==> src/rtl/uart_echo_core.sv <==
// uart_echo_core: 8N1 UART receiver -> byte FIFO -> 8N1 transmitter echo, last good byte on LEDs.
// Latency: rx_valid at stop-bit centre; FIFO write that cycle, TX pop next cycle, usb_tx start bit the cycle after.
// Backpressure: none towards the line; a push into a full FIFO is dropped and latches the sticky ovf flag.
//
// Ports: clk (system clock), rst_n (async active-low reset), usb_rx (serial in, idle high, async),
//        usb_tx (registered serial out, idle high), led[LED_W-1:0] (low bits of last good received byte).
// Optional feature macro: UART_ECHO_CASE_SWAP_EN -- invert bit 5 of ASCII letters before they enter the FIFO.
module uart_echo_core #(
    parameter int CLK_HZ     = 100000000,
    parameter int BAUD       = 1000000,
    parameter int FIFO_DEPTH = 16,
    parameter int LED_W      = 8
) (
    input  logic             clk,
    input  logic             rst_n,
    input  logic             usb_rx,
    output logic             usb_tx,
    output logic [LED_W-1:0] led
);
    localparam int CLKS_PER_BIT = CLK_HZ / BAUD;
    localparam int CW = $clog2(CLKS_PER_BIT + 1);
    localparam int AW = $clog2(FIFO_DEPTH);

    localparam logic [CW-1:0] CNT_BIT  = CW'(CLKS_PER_BIT);
    localparam logic [CW-1:0] CNT_HALF = CW'(CLKS_PER_BIT / 2);
    localparam logic [CW-1:0] CNT_LAST = CW'(CLKS_PER_BIT - 1);
    localparam logic [CW-1:0] CNT_ONE  = CW'(1);
    localparam logic [AW:0]   PTR_ONE  = {{AW{1'b0}}, 1'b1};

    // ---------------- RX path ----------------
    typedef enum logic [2:0] {RX_IDLE, RX_START, RX_DATA, RX_STOP, RX_WAIT_HIGH} rx_state_t;

    rx_state_t     rx_state, rx_state_d;
    logic [CW-1:0] rx_cnt, rx_cnt_d;
    logic [2:0]    rx_bit, rx_bit_d;
    logic [7:0]    rx_shift, rx_shift_d;
    logic          rx_meta, rx_s;
    logic          rx_valid;
    logic          rx_tick;
    logic [7:0]    last_byte;

    // The counter is "cycles left including this one", so the sample cycle is the one where it reads 1.
    assign rx_tick = (rx_cnt == CNT_ONE);

    always_ff @(posedge clk or negedge rst_n) begin
        if (!rst_n) begin
            rx_meta   <= 1'b1;
            rx_s      <= 1'b1;
            rx_state  <= RX_IDLE;
            rx_cnt    <= '0;
            rx_bit    <= '0;
            rx_shift  <= '0;
            last_byte <= '0;
        end else begin
            rx_meta  <= usb_rx;
            rx_s     <= rx_meta;
            rx_state <= rx_state_d;
            rx_cnt   <= rx_cnt_d;
            rx_bit   <= rx_bit_d;
            rx_shift <= rx_shift_d;
            if (rx_valid) begin
                last_byte <= rx_shift;
            end
        end
    end

    always_comb begin
        rx_state_d = rx_state;
        rx_cnt_d   = rx_cnt;
        rx_bit_d   = rx_bit;
        rx_shift_d = rx_shift;
        rx_valid   = 1'b0;
        case (rx_state)
            RX_IDLE: begin
                if (!rx_s) begin
                    rx_state_d = RX_START;
                    rx_cnt_d   = CNT_HALF;
                end
            end
            RX_START: begin
                rx_cnt_d = rx_cnt - CNT_ONE;
                if (rx_tick) begin
                    if (rx_s) begin
                        rx_state_d = RX_IDLE;          // line back high at mid start bit: glitch
                    end else begin
                        rx_state_d = RX_DATA;
                        rx_cnt_d   = CNT_BIT;
                        rx_bit_d   = '0;
                    end
                end
            end
            RX_DATA: begin
                rx_cnt_d = rx_cnt - CNT_ONE;
                if (rx_tick) begin
                    rx_shift_d = {rx_s, rx_shift[7:1]};
                    rx_cnt_d   = CNT_BIT;
                    rx_bit_d   = rx_bit + 3'd1;
                    if (rx_bit == 3'd7) begin
                        rx_state_d = RX_STOP;
                    end
                end
            end
            RX_STOP: begin
                rx_cnt_d = rx_cnt - CNT_ONE;
                if (rx_tick) begin
                    if (rx_s) begin
                        rx_valid   = 1'b1;
                        rx_state_d = RX_IDLE;
                    end else begin
                        rx_state_d = RX_WAIT_HIGH;     // framing error or break: drop byte
                    end
                end
            end
            RX_WAIT_HIGH: begin
                if (rx_s) begin
                    rx_state_d = RX_IDLE;
                end
            end
            default: rx_state_d = RX_IDLE;
        endcase
    end

    assign led = last_byte[LED_W-1:0];

    // ---------------- optional case swap ----------------
    logic [7:0] push_dat;
`ifdef UART_ECHO_CASE_SWAP_EN
    always_comb begin
        push_dat = rx_shift;
        if ((rx_shift >= 8'h41 && rx_shift <= 8'h5A) || (rx_shift >= 8'h61 && rx_shift <= 8'h7A)) begin
            push_dat[5] = ~rx_shift[5];
        end
    end
`else
    assign push_dat = rx_shift;
`endif

    // ---------------- echo FIFO ----------------
    logic [7:0] mem [FIFO_DEPTH];
    logic [AW:0] wptr, rptr;
    logic        fifo_empty, fifo_full, push_ok, tx_pop, ovf;

    assign fifo_empty = (wptr == rptr);
    assign fifo_full  = (wptr[AW] != rptr[AW]) && (wptr[AW-1:0] == rptr[AW-1:0]);
    // A simultaneous pop frees the slot, so a push into a full FIFO is still accepted then.
    assign push_ok    = rx_valid && (!fifo_full || tx_pop);

    always_ff @(posedge clk) begin
        if (push_ok) begin
            mem[wptr[AW-1:0]] <= push_dat;
        end
    end

    always_ff @(posedge clk or negedge rst_n) begin
        if (!rst_n) begin
            wptr <= '0;
            rptr <= '0;
            ovf  <= 1'b0;
        end else begin
            if (push_ok) begin
                wptr <= wptr + PTR_ONE;
            end
            if (tx_pop) begin
                rptr <= rptr + PTR_ONE;
            end
            ovf <= ovf | (rx_valid & fifo_full & ~tx_pop);
        end
    end

    // ---------------- TX path ----------------
    typedef enum logic [1:0] {TX_IDLE, TX_START, TX_DATA, TX_STOP} tx_state_t;

    tx_state_t     tx_state, tx_state_d;
    logic [CW-1:0] tx_cnt, tx_cnt_d;
    logic [2:0]    tx_bit, tx_bit_d;
    logic [7:0]    tx_shift, tx_shift_d;
    logic          tx_out, tx_out_d;

    // Pop only from IDLE with data present; this also blocks a pop on an empty FIFO during a push.
    assign tx_pop = (tx_state == TX_IDLE) && !fifo_empty;

    always_ff @(posedge clk or negedge rst_n) begin
        if (!rst_n) begin
            tx_state <= TX_IDLE;
            tx_cnt   <= '0;
            tx_bit   <= '0;
            tx_shift <= '0;
            tx_out   <= 1'b1;
        end else begin
            tx_state <= tx_state_d;
            tx_cnt   <= tx_cnt_d;
            tx_bit   <= tx_bit_d;
            tx_shift <= tx_shift_d;
            tx_out   <= tx_out_d;
        end
    end

    always_comb begin
        tx_state_d = tx_state;
        tx_cnt_d   = tx_cnt - CNT_ONE;
        tx_bit_d   = tx_bit;
        tx_shift_d = tx_shift;
        tx_out_d   = tx_out;
        case (tx_state)
            TX_IDLE: begin
                tx_cnt_d = tx_cnt;
                tx_out_d = 1'b1;
                if (tx_pop) begin
                    tx_state_d = TX_START;
                    tx_shift_d = mem[rptr[AW-1:0]];
                    tx_cnt_d   = CNT_LAST;
                    tx_out_d   = 1'b0;
                end
            end
            TX_START: begin
                if (tx_cnt == '0) begin
                    tx_state_d = TX_DATA;
                    tx_cnt_d   = CNT_LAST;
                    tx_bit_d   = '0;
                    tx_out_d   = tx_shift[0];
                end
            end
            TX_DATA: begin
                if (tx_cnt == '0) begin
                    tx_cnt_d = CNT_LAST;
                    if (tx_bit == 3'd7) begin
                        tx_state_d = TX_STOP;
                        tx_out_d   = 1'b1;
                    end else begin
                        tx_shift_d = {1'b0, tx_shift[7:1]};
                        tx_out_d   = tx_shift[1];
                        tx_bit_d   = tx_bit + 3'd1;
                    end
                end
            end
            TX_STOP: begin
                // Leave one cycle early: the IDLE cycle completes the stop bit, so a queued
                // byte starts exactly one bit time after the stop bit began.
                if (tx_cnt == CNT_ONE) begin
                    tx_state_d = TX_IDLE;
                end
            end
            default: tx_state_d = TX_IDLE;
        endcase
    end

    assign usb_tx = tx_out;

endmodule

==> config.mk <==
export PLATFORM = sky130hd
export DESIGN_NAME = uart_echo_core
export DESIGN_NICKNAME = d
export VERILOG_FILES = /design/src/rtl/uart_echo_core.sv
export SDC_FILE = /design/constraint.sdc
export NUM_CORES = 1
export LEC_CHECK = 0
export CORE_UTILIZATION = 41
export CTS_BUF_LIST = sky130_fd_sc_hd__clkbuf_2
export CTS_CLUSTER_DIAMETER = 120
export DETAILED_ROUTE_END_ITERATION = 16
export PLACE_DENSITY_LB_ADDON = 0.1
export SYNTH_ARGS = -nofsm -noshare
export SYNTH_HDL_FRONTEND = slang
export SYNTH_SLANG_ARGS = --single-unit
==> constraint.sdc <==
create_clock -name clk -period 2.97 [get_ports clk]
set_clock_uncertainty 0.2 [all_clocks]
set_input_delay 0.297 -clock clk [delete_from_list [all_inputs] [get_ports clk]]
set_output_delay 0.297 -clock clk [all_outputs]
set_load 0.01 [all_outputs]
; Yosys cells after proc, flatten, opt, wreduce, memory -nomap -nowiden
; Memories as Yosys holds them, arrays and structs flattened.
; Cells that the tools add are included.
[op_classes]
addsub = 6
muxes = 45
eq_ne = 27
n_reduce_logical = 23
[ops]
columns = operator, count
row1 = $mux W7, 6
row2 = $mux W3, 13
row3 = $pmux W7 S4, 1
row4 = $ne A2 B2 Y1 const B, 13
row5 = $mux W8, 3
row6 = $pmux W8 S2, 1
row7 = $pmux W3 S5, 1
row8 = $eq A7 B1 Y1 const B, 2
row9 = $pmux W7 S2, 1
row10 = $sub A7 B1 Y7 const B, 2
row11 = $mux W2, 6
row12 = $pmux W3 S2, 2
row13 = $reduce_and A4 Y1, 3
row14 = $add A5 B1 Y5 const B, 2
row15 = $eq A3 B3 Y1 const B, 3
row16 = $mux W1, 9
row17 = $pmux W2 S4, 1
row18 = $logic_not A7 Y1, 1
row19 = $add A3 B1 Y3 const B, 2
row20 = $eq A3 B2 Y1 const B, 2
row21 = $reduce_and A6 Y1, 1
row22 = $reduce_bool A2 Y1, 3
row23 = $eq A5 B5 Y1, 1
row24 = $reduce_and A5 Y1, 1
row25 = 16 further kinds, 21
[totals]
mem_bits_rw = 128
ff_bits = 62
elab_cells = 116
mem_count = 1
output_inout_bits = 9
input_bits = 3
[mem_list]
columns = memory, depth, width, read_ports, rd_ports_with_merged_regs, write_ports, line_no
row1 = mem, 16, 8, 1, 0, 1, 139  ; logic [7:0] mem [FIFO_DEPTH];

; Logic depth before layout (Yosys ltp)
[depth]
word_depth = 7
depth_mapped = 9
ltp_nobuf = 7

; Least setup slack after synthesis
; OpenSTA, ideal clock, no wires.
[synth_path]
kind = flip-flop to flip-flop
from = reg rx_cnt[1]
to = mem mem[0][0], enable pin
path_buffers = 2
setup_slack_ns = 0.203
arrival_ns = 2.183
setup_time_ns = 0.383
period_less_slack_ns = 2.767
stages_incl_launch_ff = 10
t_required_ns = 2.387
cell_sequence = dfrtp_1 inv_1 ha_1 and4bb_2 and4_1 buf_6 o31a_1 buf_4 nand2_1 nor3_1
[synth_between]
elab_chain_len = 6
[synth_lines]
columns = element, line_no
row1 = start: declaration, 34  ; logic [CW-1:0] rx_cnt, rx_cnt_d;
row2 = start signal: assignment, 58  ; rx_cnt <= rx_cnt_d;
row3 = $eq A7 B1 Y1, 43  ; assign rx_tick = (rx_cnt == CNT_ONE);
row4 = $mux W1, 105  ; if (rx_tick) begin
row5 = $mux W1, 73  ; case (rx_state)
row6 = $logic_and A1 B1 Y1, 146  ; assign push_ok = rx_valid && (!fifo_full || tx_pop);
row7 = $mux W1, 149  ; if (push_ok) begin
row8 = $mux W1 (implied by the code), 150  ; mem[wptr[AW-1:0]] <= push_dat;
row9 = end: declaration, 139
; No other way between the ends.

; Worst setup path in the final report
[layout_path]
from = reg rx_cnt[1]
to = mem mem[15][7], enable pin
; The elaborated chain is that of the path after synthesis.

==> impl_metrics.yaml <==
clock_network:
  post_cts_resized: 0
  worstSkewPairLatency_ns: 0.75
  cts_setup_buffers: 0
  cts_hold_buf: 4
  cts.clk_slew.worst_paths_ns: 0.28
  htreeDepth: 4
  clockBufferDepth: 2
  tritoncts: "built"
  numCtsBuffers: 17
  root_buffer: "clkbuf_2"
  cts_sinks: 190
power_and_ir_drop:
  power_mw: 4.200
  power.internal_mw: 3.182
  powerDensity_mw_per_mm2: 466.9
  switchingPower_mw: 1.018
  p_comb_share_pct: 0.7
  p_seq_share_pct: 66.8
  swShare_pct: 24.24
  total_leakage_power_nw: 3.039
  p_clk_share_pct: 32.5
  vdd.ir_drop.worst_mv: 0.2381
critical_path:
  crit_arrival_ns: 2.85
  crit_buf_inv: 3
  cp_top_family: "simple AND/OR/NAND/NOR gates"
  crit_top_cell: "inv_1"
  crit_fanout: 8
  path_cells: "inv_1, ha_1, and4bb_2, and4_1, o31a_1, buf_4, nand4_2, inv_1"
  cp-start-kind: "flip-flop"
  crit_slowest_cell: "dfrtp_1"
  critical_path.endpoint_type: "flip-flop"
  crit_required_ns: 3.21
  critPathMaxStageDelay_ns: 0.47
  worstSetupPathType: "flip-flop to flip-flop"
layout:
  syn_to_final_growth_pct: 10.82
  final_nets: 577
  fin_cells: 835
  drive_above_1_share_pct: 21.44
detailed_routing:
  wire_per_inst_um: 20.94
  viasPerCell: 5.485
  wirelength_mm: 17.48
  drc_errors: 0
  vias: 4580
  drt_pass1_iterations: 5
  ant_nets: 0
  drt-initial-drc-count: 418
sta:
  setup_tns_ns: 0
  setup_viol: 0
  finalHoldViolations: 0
  tightest_slew_ns: 0.8792
  timing.final.ws_setup_ns: 0.3510
  fmax_mhz: 381.8
  finalMaxSlewViolations: 0
  min_period_ns: 2.619
  slew_headroom_pct: 41.39
  rsz0062_at_grt: "no"
  hold-worst-slack_ns: 0.1793
  period_share_pct: 88.18
logic_synthesis:
  syn_avg_cell_area_um2: 15.86
  yosysWarnings: 0
  netlist.area_leader.share_pct: 47.34
  async_reset_ff_share_pct: 32.63
  synth_area_leader_cell: "edfxtp_1"
  synth_common_cells: "128 x edfxtp_1, 59 x dfrtp_1, 31 x nor2_1"
  ys.flop_type: "edfxtp_1"
  synth_edf_count: 128
  ys_types: 60
  syn-num-nets: 533
  syn-instance-count: 512
  ys_ff_latch: 190
  yosysMostFrequentCell: "edfxtp_1"
  syn_area_mm2: 0.008119
  ys_top_cells_by_area: "edfxtp_1 47%, dfrtp_1 18%, mux4_2 4.4%"
  synth_sequential_area_ratio_pct: 66.50
place:
  hpwl_mm: 11.55
  dp_cells: 798
  dp_slack_ns: 0.3673
  io_buffers: 11
  gp_congestion: 0.8039
floorplanning:
  die_h_um: 142.7
  rows: 51
  fp.dieArea_mm2: 0.02037
  io_pins: 12
  die_w_um: 142.7
  start_util_pct: 41.72
  core_area_mm2: 0.01946
outcome:
  status: "finished, final reports clean"
global_route:
  grt_pass1_vias: 4572
  grt.overflow.total: 0
  grt_max_degree: 38
  grt_antenna_before_repair: 1
  grt_pass1_wl_mm: 27.05
  grt_usage_pct: 18.58
hold_path:
  hold_class: "flip-flop to flip-flop"
job:
  drv_cap: 0
==> sequential cells by signal, indices dropped and copies added (netlist names) <==
signal,flops
mem,128
led,8
push_dat,8
tx_shift,8
rx_cnt,7
tx_cnt,7
rptr,5
wptr,5
rx_bit,3
rx_state,3
tx_bit,3
tx_state,2
rx_meta,1
rx_s,1
usb_tx,1
==> routing by layer <==
layer	vias to the layer above	routed length, um	GRT usage [%]
li1	2082	-	-
met1	2367	8261	26.22
met2	107	8302	29.05
met3	24	570	3.018
met4	0	348	6.791
met5	-	0	0
==> power by group through the flow <==
stage | clock network [mW] | logic, mW | registers, mW
4_1_cts | 1.42 | 0.0328 | 2.81
2_1_floorplan | 0 | 0.00131 | 2.86
3_3_place_gp | 0 | 0.0250 | 2.86
5_1_grt | 1.52 | 0.0357 | 2.81
3_5_place_dp | 0 | 0.0255 | 2.86
6_report | 1.36 | 0.0309 | 2.81
==> cell usage in the layout (no fill, tap or decap), types with 17 or more instances in the layout <==
| cell | instances |
|---|---|
| a21oi_1 | 17 |
| buf_4 | 32 |
| clkbuf_2 | 17 |
| ha_1 | 18 |
| nor2_1 | 31 |
| nand2_1 | 26 |
| mux2_2 | 24 |
| edfxtp_1 | 128 |
| o21ai_0 | 18 |
| dfrtp_1 | 58 |
==> stage by stage <==
step                      util, %  instance area [um2]
after floorplan                 -                 8119
after global routing        46.23                 8997
after CTS                   46.22                 8995
after detailed placement    44.58                 8676
final                       46.23                 8997
after global placement      44.58                 8676
==> layout make-up <==
| class | count | area (um2) |
|---|---|---|
| flip-flops and latches | 190 | 5400 |
| diodes | 1 | 2.502 |
| clock buffers | 17 | 85.08 |
| well taps | 265 | 331.6 |
| repair buffers | 48 | 415.4 |
| clock inverters | 15 | 183.9 |
| inverters | 16 | 60.06 |
| multi-input cells | 283 | 2519 |
| fillers | 1722 | 10470 |
==> worst paths after layout <==
path / depth (start not counted) / from / to / slack [ns]
max reg2reg: 8 / rx_cnt[1] / mem[15][7] / 0.35
min: 0 / rx_meta / rx_s / 0.18
min reg2reg: 0 / rx_meta / rx_s / 0.18
max in group asynchronous: 4 / rst_n / rx_meta / 1.84
min in group asynchronous: 3 / rst_n / usb_tx / 0.43
max: 8 / rx_cnt[1] / mem[15][7] / 0.35
==> logic make-up (layout without fill, tap and decap cells) <==
| family | after synthesis | after routing | share of synthesized area [%] |
|---|---|---|---|
| adder cells (fa/ha/maj) | 18 | 18 | 2.774 |
| multiplexers | 66 | 66 | 13.18 |
| AND/OR/NAND/NOR | 98 | 98 | 6.180 |
| buffers and inverters | 39 | 96 | 2.481 |
| other | 0 | 1 | 0 |
| AO/OA/AOI/OAI | 87 | 87 | 7.382 |
| XOR/XNOR | 14 | 14 | 1.510 |
| flip-flops | 190 | 190 | 66.50 |
Note: power is estimated with default switching activity, not from simulation.
